==> src/rtl/inst_loader.sv <==
// Byte-stream writer for the instruction memory load port: packs little-endian words,
// strobes them to consecutive addresses and holds the core in reset meanwhile.
// Optional macro LOADER_CHECKSUM_EN appends a trailing 8-bit sum byte that is verified before done.
module inst_loader #(
    parameter logic [31:0] START_ADDR = 32'h0000_0000,
    parameter int unsigned SPACE      = 4096
) (
    input  logic        clk,
    input  logic        rst_n,
    input  logic        start,
    input  logic [15:0] len,
    input  logic [7:0]  byte_in,
    input  logic        byte_valid,
    output logic        byte_ready,
    output logic [31:0] addr,
    output logic [31:0] load_inst,
    output logic        load,
    output logic        core_hold,
    output logic        done,
    output logic        err
);
    localparam int unsigned MAX_WORDS = SPACE / 4;

    localparam logic [2:0] ST_IDLE  = 3'd0;
    localparam logic [2:0] ST_FILL  = 3'd1;
    localparam logic [2:0] ST_WRITE = 3'd2;
    localparam logic [2:0] ST_DONE  = 3'd3;
    localparam logic [2:0] ST_CSUM  = 3'd4;

    logic [2:0]  state_q, state_d;
    logic [1:0]  byte_idx_q, byte_idx_d;
    logic [15:0] word_idx_q, word_idx_d;
    logic [15:0] len_q, len_d;
    logic [31:0] asm_q, asm_d;
    logic [31:0] addr_q, addr_d;
    logic [31:0] load_inst_q, load_inst_d;
    logic        done_q, done_d;
    logic        err_q, err_d;
`ifdef LOADER_CHECKSUM_EN
    logic [7:0]  csum_q, csum_d;
    logic        fail_q, fail_d;
`endif

    logic accept;
    assign accept = byte_valid && byte_ready;

    always_comb begin
        state_d     = state_q;
        byte_idx_d  = byte_idx_q;
        word_idx_d  = word_idx_q;
        len_d       = len_q;
        asm_d       = asm_q;
        addr_d      = addr_q;
        load_inst_d = load_inst_q;
        done_d      = 1'b0;
        err_d       = 1'b0;
`ifdef LOADER_CHECKSUM_EN
        csum_d      = csum_q;
        fail_d      = fail_q;
`endif
        case (state_q)
            ST_IDLE: begin
                if (start) begin
                    if (len == 16'd0) begin
                        done_d = 1'b1;
                    end else if ({16'd0, len} > MAX_WORDS) begin
                        err_d = 1'b1;
                    end else begin
                        len_d      = len;
                        word_idx_d = 16'd0;
                        byte_idx_d = 2'd0;
                        asm_d      = 32'd0;
`ifdef LOADER_CHECKSUM_EN
                        csum_d     = 8'd0;
`endif
                        state_d    = ST_FILL;
                    end
                end
            end
            ST_FILL: begin
                if (accept) begin
                    asm_d[8*byte_idx_q +: 8] = byte_in;
                    byte_idx_d = byte_idx_q + 2'd1;
`ifdef LOADER_CHECKSUM_EN
                    csum_d = csum_q + byte_in;
`endif
                    // Latch the write beat here so addr/load_inst hold between strobes.
                    if (byte_idx_q == 2'd3) begin
                        addr_d      = START_ADDR + {14'd0, word_idx_q, 2'b00};
                        load_inst_d = {byte_in, asm_q[23:0]};
                        state_d     = ST_WRITE;
                    end
                end
            end
            ST_WRITE: begin
                word_idx_d = word_idx_q + 16'd1;
                if ((word_idx_q + 16'd1) == len_q) begin
`ifdef LOADER_CHECKSUM_EN
                    state_d = ST_CSUM;
`else
                    state_d = ST_DONE;
                    done_d  = 1'b1;
`endif
                end else begin
                    state_d = ST_FILL;
                end
            end
`ifdef LOADER_CHECKSUM_EN
            ST_CSUM: begin
                if (accept) begin
                    if (byte_in == csum_q) begin
                        state_d = ST_DONE;
                        done_d  = 1'b1;
                        fail_d  = 1'b0;
                    end else begin
                        state_d = ST_IDLE;
                        err_d   = 1'b1;
                        fail_d  = 1'b1;
                    end
                end
            end
`endif
            ST_DONE: state_d = ST_IDLE;
            default: state_d = ST_IDLE;
        endcase
    end

    always_ff @(posedge clk or negedge rst_n) begin
        if (!rst_n) begin
            state_q     <= ST_IDLE;
            byte_idx_q  <= 2'd0;
            word_idx_q  <= 16'd0;
            len_q       <= 16'd0;
            asm_q       <= 32'd0;
            addr_q      <= 32'd0;
            load_inst_q <= 32'd0;
            done_q      <= 1'b0;
            err_q       <= 1'b0;
`ifdef LOADER_CHECKSUM_EN
            csum_q      <= 8'd0;
            fail_q      <= 1'b0;
`endif
        end else begin
            state_q     <= state_d;
            byte_idx_q  <= byte_idx_d;
            word_idx_q  <= word_idx_d;
            len_q       <= len_d;
            asm_q       <= asm_d;
            addr_q      <= addr_d;
            load_inst_q <= load_inst_d;
            done_q      <= done_d;
            err_q       <= err_d;
`ifdef LOADER_CHECKSUM_EN
            csum_q      <= csum_d;
            fail_q      <= fail_d;
`endif
        end
    end

    assign byte_ready = (state_q == ST_FILL) || (state_q == ST_CSUM);
    assign load       = (state_q == ST_WRITE);
    assign addr       = addr_q;
    assign load_inst  = load_inst_q;
    assign done       = done_q;
    assign err        = err_q;
`ifdef LOADER_CHECKSUM_EN
    // A failed checksum keeps the core parked until a good image lands.
    assign core_hold  = (state_q == ST_FILL) || (state_q == ST_WRITE) ||
                        (state_q == ST_CSUM) || fail_q;
`else
    assign core_hold  = (state_q == ST_FILL) || (state_q == ST_WRITE);
`endif
endmodule

==> config.mk <==
export PLATFORM = sky130hd
export DESIGN_NAME = inst_loader
export DESIGN_NICKNAME = d
export VERILOG_FILES = /design/src/rtl/inst_loader.sv
export SDC_FILE = /design/constraint.sdc
export NUM_CORES = 1
export LEC_CHECK = 0
export BUFFER_PORTS_ARGS = -buffer_cell sky130_fd_sc_hd__buf_2
export CORE_MARGIN = 5
export CORE_UTILIZATION = 30
export CTS_CLUSTER_SIZE = 8
export DETAILED_ROUTE_END_ITERATION = 10
export SYNTH_ARGS = -nofsm -noshare
export SYNTH_HDL_FRONTEND = slang
export SYNTH_SLANG_ARGS = --single-unit
==> constraint.sdc <==
create_clock -name clk -period 2.5 [get_ports clk]
set_input_delay 0.125 -clock clk [delete_from_list [all_inputs] [get_ports clk]]
set_output_delay 0.125 -clock clk [all_outputs]
set_load 0.05 [all_outputs]
==> reports/results.txt <==
Hold Path Sink -> len_q[8]
GRT overflow -> 0
combinational power share -> 20.8%
number of synthesis warnings -> 0
element type at the critical path end -> flip-flop
minimum clock period -> 2260 ps
number of synthesized register bits -> 110
hold depth -> 2
Syn Std Cell Area -> 5400 um^2
die height -> 144 um
Final period util -> 90.3%
area delta synth->final -> 16.8%
Final Power -> 4400 uW
CP max FO -> 6
core area -> 17,800 um^2
Synth Instances -> 484
R2R Setup Slk -> 240 ps
Worst setup SP type -> flip-flop
port buffer count -> 80
Worst-path clk slew -> 80 ps
Root Buffer -> clkbuf_16
RSZ-0062 raised after global routing -> false
Worst VDD drop -> 379 uV
row count -> 49
postcts setup bufs -> 0
initial core utilization -> 30.3%
Internal -> 2940 uW
Worst Skew -> 15.4 ps
drt first pass iters -> 4
Post-synth EDFFs -> 0
clock group share of total power -> 32.6%
die area -> 20,800 um^2
r2r startpoint -> word_idx_q[1]
hold path start -> len[8]
TritonCTS clock tree -> done
Net Switching -> 1460 uW
fill count -> 1,750
Post-layout nets -> 593
Num CTS Buffers -> 9
initial antenna violation count -> 0
relative slew slack -> 47.5%
syn avg cell area -> 11.2 um^2
ratio of cells with drive above 1 in the final layout -> 32.3%
Routed WL per cell -> 15.3 um
diodes inserted -> 0
status -> finished clean
top cell type's share of synthesized area -> 50.9%
Hold WS -> 14.1 ps
final wirelength -> 12.1 mm
Hold Fails Final Rpt -> 0
largest area contributor in the netlist -> dfrtp_1
clk buf depth -> 2
leak pwr -> 0.00313 uW
DP Wirelength -> 9.15 mm
Routed Antenna Nets -> 0
Power Density -> 697 nW/um^2
vias in the first global route -> 3,723
io pins -> 97
largest net degree at the start of global routing -> 62
Hold Path Class -> primary input to flip-flop
TNS Setup -> 0 ps
routed vias -> 3,792
Primary FF master, synth -> dfrtp_1
register area share after synthesis -> 50.9%
Die Span X -> 144 um
commonest non-fill, non-tap cell in the layout -> dfrtp_1
Unique masters post-synth -> 62
R2R depth -> 7
CP arrival -> 2510 ps
Critical Path RT -> 2750 ps
# DRC -> 0
post-DR vias/cell -> 4.80
final number of max-transition violations -> 0
most frequent cells in the layout -> dfrtp_1, buf_2, nand2_1, mux2_2, o21ai_0
first-pass GRT wire length -> 19.6 mm
final setup violation count -> 0
top post-synthesis cells by area -> dfrtp_1, mux2_2, nand2_1, a22o_1, o21ai_0
Max-Cap Viols -> 0
worst skew pair latency -> 360 ps
sw frac -> 33.2%
start point of the critical path -> word_idx_q[1]
Tightest Pin Transition -> 787 ps
sequential fraction of design power -> 46.6%
GP Congestion -> 0.879
clock sinks -> 110
crit path kind -> flip-flop to flip-flop
H-tree levels -> 3
Fmax achieved -> 0.443 GHz
1st-iter DRT viols -> 204
reg-to-reg endpoint -> state_q[1]
fraction of registers with async set/reset -> 100%
All-Layer GR Usage -> 11.8%
## logic make-up (layout without fill, tap and decap cells)
logic type	Yosys count	in the layout	synth area share [%]
AOI/OAI and AO/OA	91	91	11.8
DFF	110	110	50.9
adders and majority gates	9	9	2.08
buffers and inverters	55	117	5.67
and+or+nand+nor	139	139	13.9
other	1	16	0.0694
muxes	59	59	12.3
xor gates and xnor gates	20	20	3.24
## worst max path at each step
| stage | end | cells past startpoint | slack [ps] |
|---|---|---|---|
| detailed placement | state_q[1] | 7 | 170 |
| finish | state_q[1] | 7 | 240 |
| global route | state_q[1] | 6 | 50 |
| floorplan | state_q[0] | 7 | 330 |
| global placement | state_q[1] | 7 | 280 |
| CTS | state_q[1] | 7 | 160 |
## sequential cells by signal, summed over array words and instances (netlist names)
register,count
addr,16
load_inst,32
done,1
word_idx_q,16
asm_q,24
byte_idx_q,2
len_q,16
err,1
state_q,2
## stage by stage
step / instance area (um^2) / worst slack (ps) / utilization (%) / instances
6_report: 6310 / 242 / 35.4 / 790
5_1_grt: 6310 / 47.6 / 35.4 / 790
4_1_cts: 6310 / 158 / 35.3 / 790
3_5_place_dp: 5980 / 174 / 33.5 / 773
3_3_place_gp: 5980 / 278 / 33.5 / 773
2_1_floorplan: 5460 / 329 / - / 499
## layout make-up
cell class	count	area [um^2]	area share (%)
Clock inverter	7	86.3	1.37
Clock buffer	9	225	3.57
Timing Repair Buffer	91	513	8.13
Multi-Input combinational cell	334	2410	38.2
Sequential cell	110	2750	43.6
Inverter	10	37.5	0.595
Tap cell	229	287	4.54
## power groups by stage
stage | logic [uW] | clock network [uW] | registers (uW)
3_3_place_gp | 905 | 0 | 2080
4_1_cts | 930 | 1480 | 2050
5_1_grt | 1020 | 1540 | 2080
6_report | 916 | 1430 | 2050
3_5_place_dp | 927 | 0 | 2090
2_1_floorplan | 697 | 0 | 2060
## per-layer routing
layer	vias to the layer above	track usage, %	part of all wire, %
li1	1832	-	-
met1	1856	15.9	46
met2	93	19.2	47
met3	11	2.98	5.8
met4	0	3.14	1.3
met5	-	0	0
## worst max-delay path, cell delays in order (launching register included)
cell and delay [ps]:
dfrtp_1 440, ha_2 260, nand4_1 130, or3_1 420
xnor2_1 170, a2111oi_2 290, nand4_1 200, o31ai_1 250
## synthesized netlist by cell type (5+ instances only)
cell type	n
a22o_1	22
and2_1	7
and3_1	5
buf_2	14
buf_4	18
clkbuf_1	7
dfrtp_1	110
ha_1	9
inv_1	10
mux2_2	54
nand2_1	55
nand3_1	13
nand4_1	5
nor2_1	15
nor3_1	5
o21ai_0	36
xnor2_1	13
xor2_1	7
## what timing repair did
action / CTS / global route
setup endpoints to repair: 0 / 1
hold endpoints to repair: 58 / 0
gates resized for setup: 0 / 2
hold buffers: 1 / 0
No activity file was read; power rests on OpenSTA's default activity.
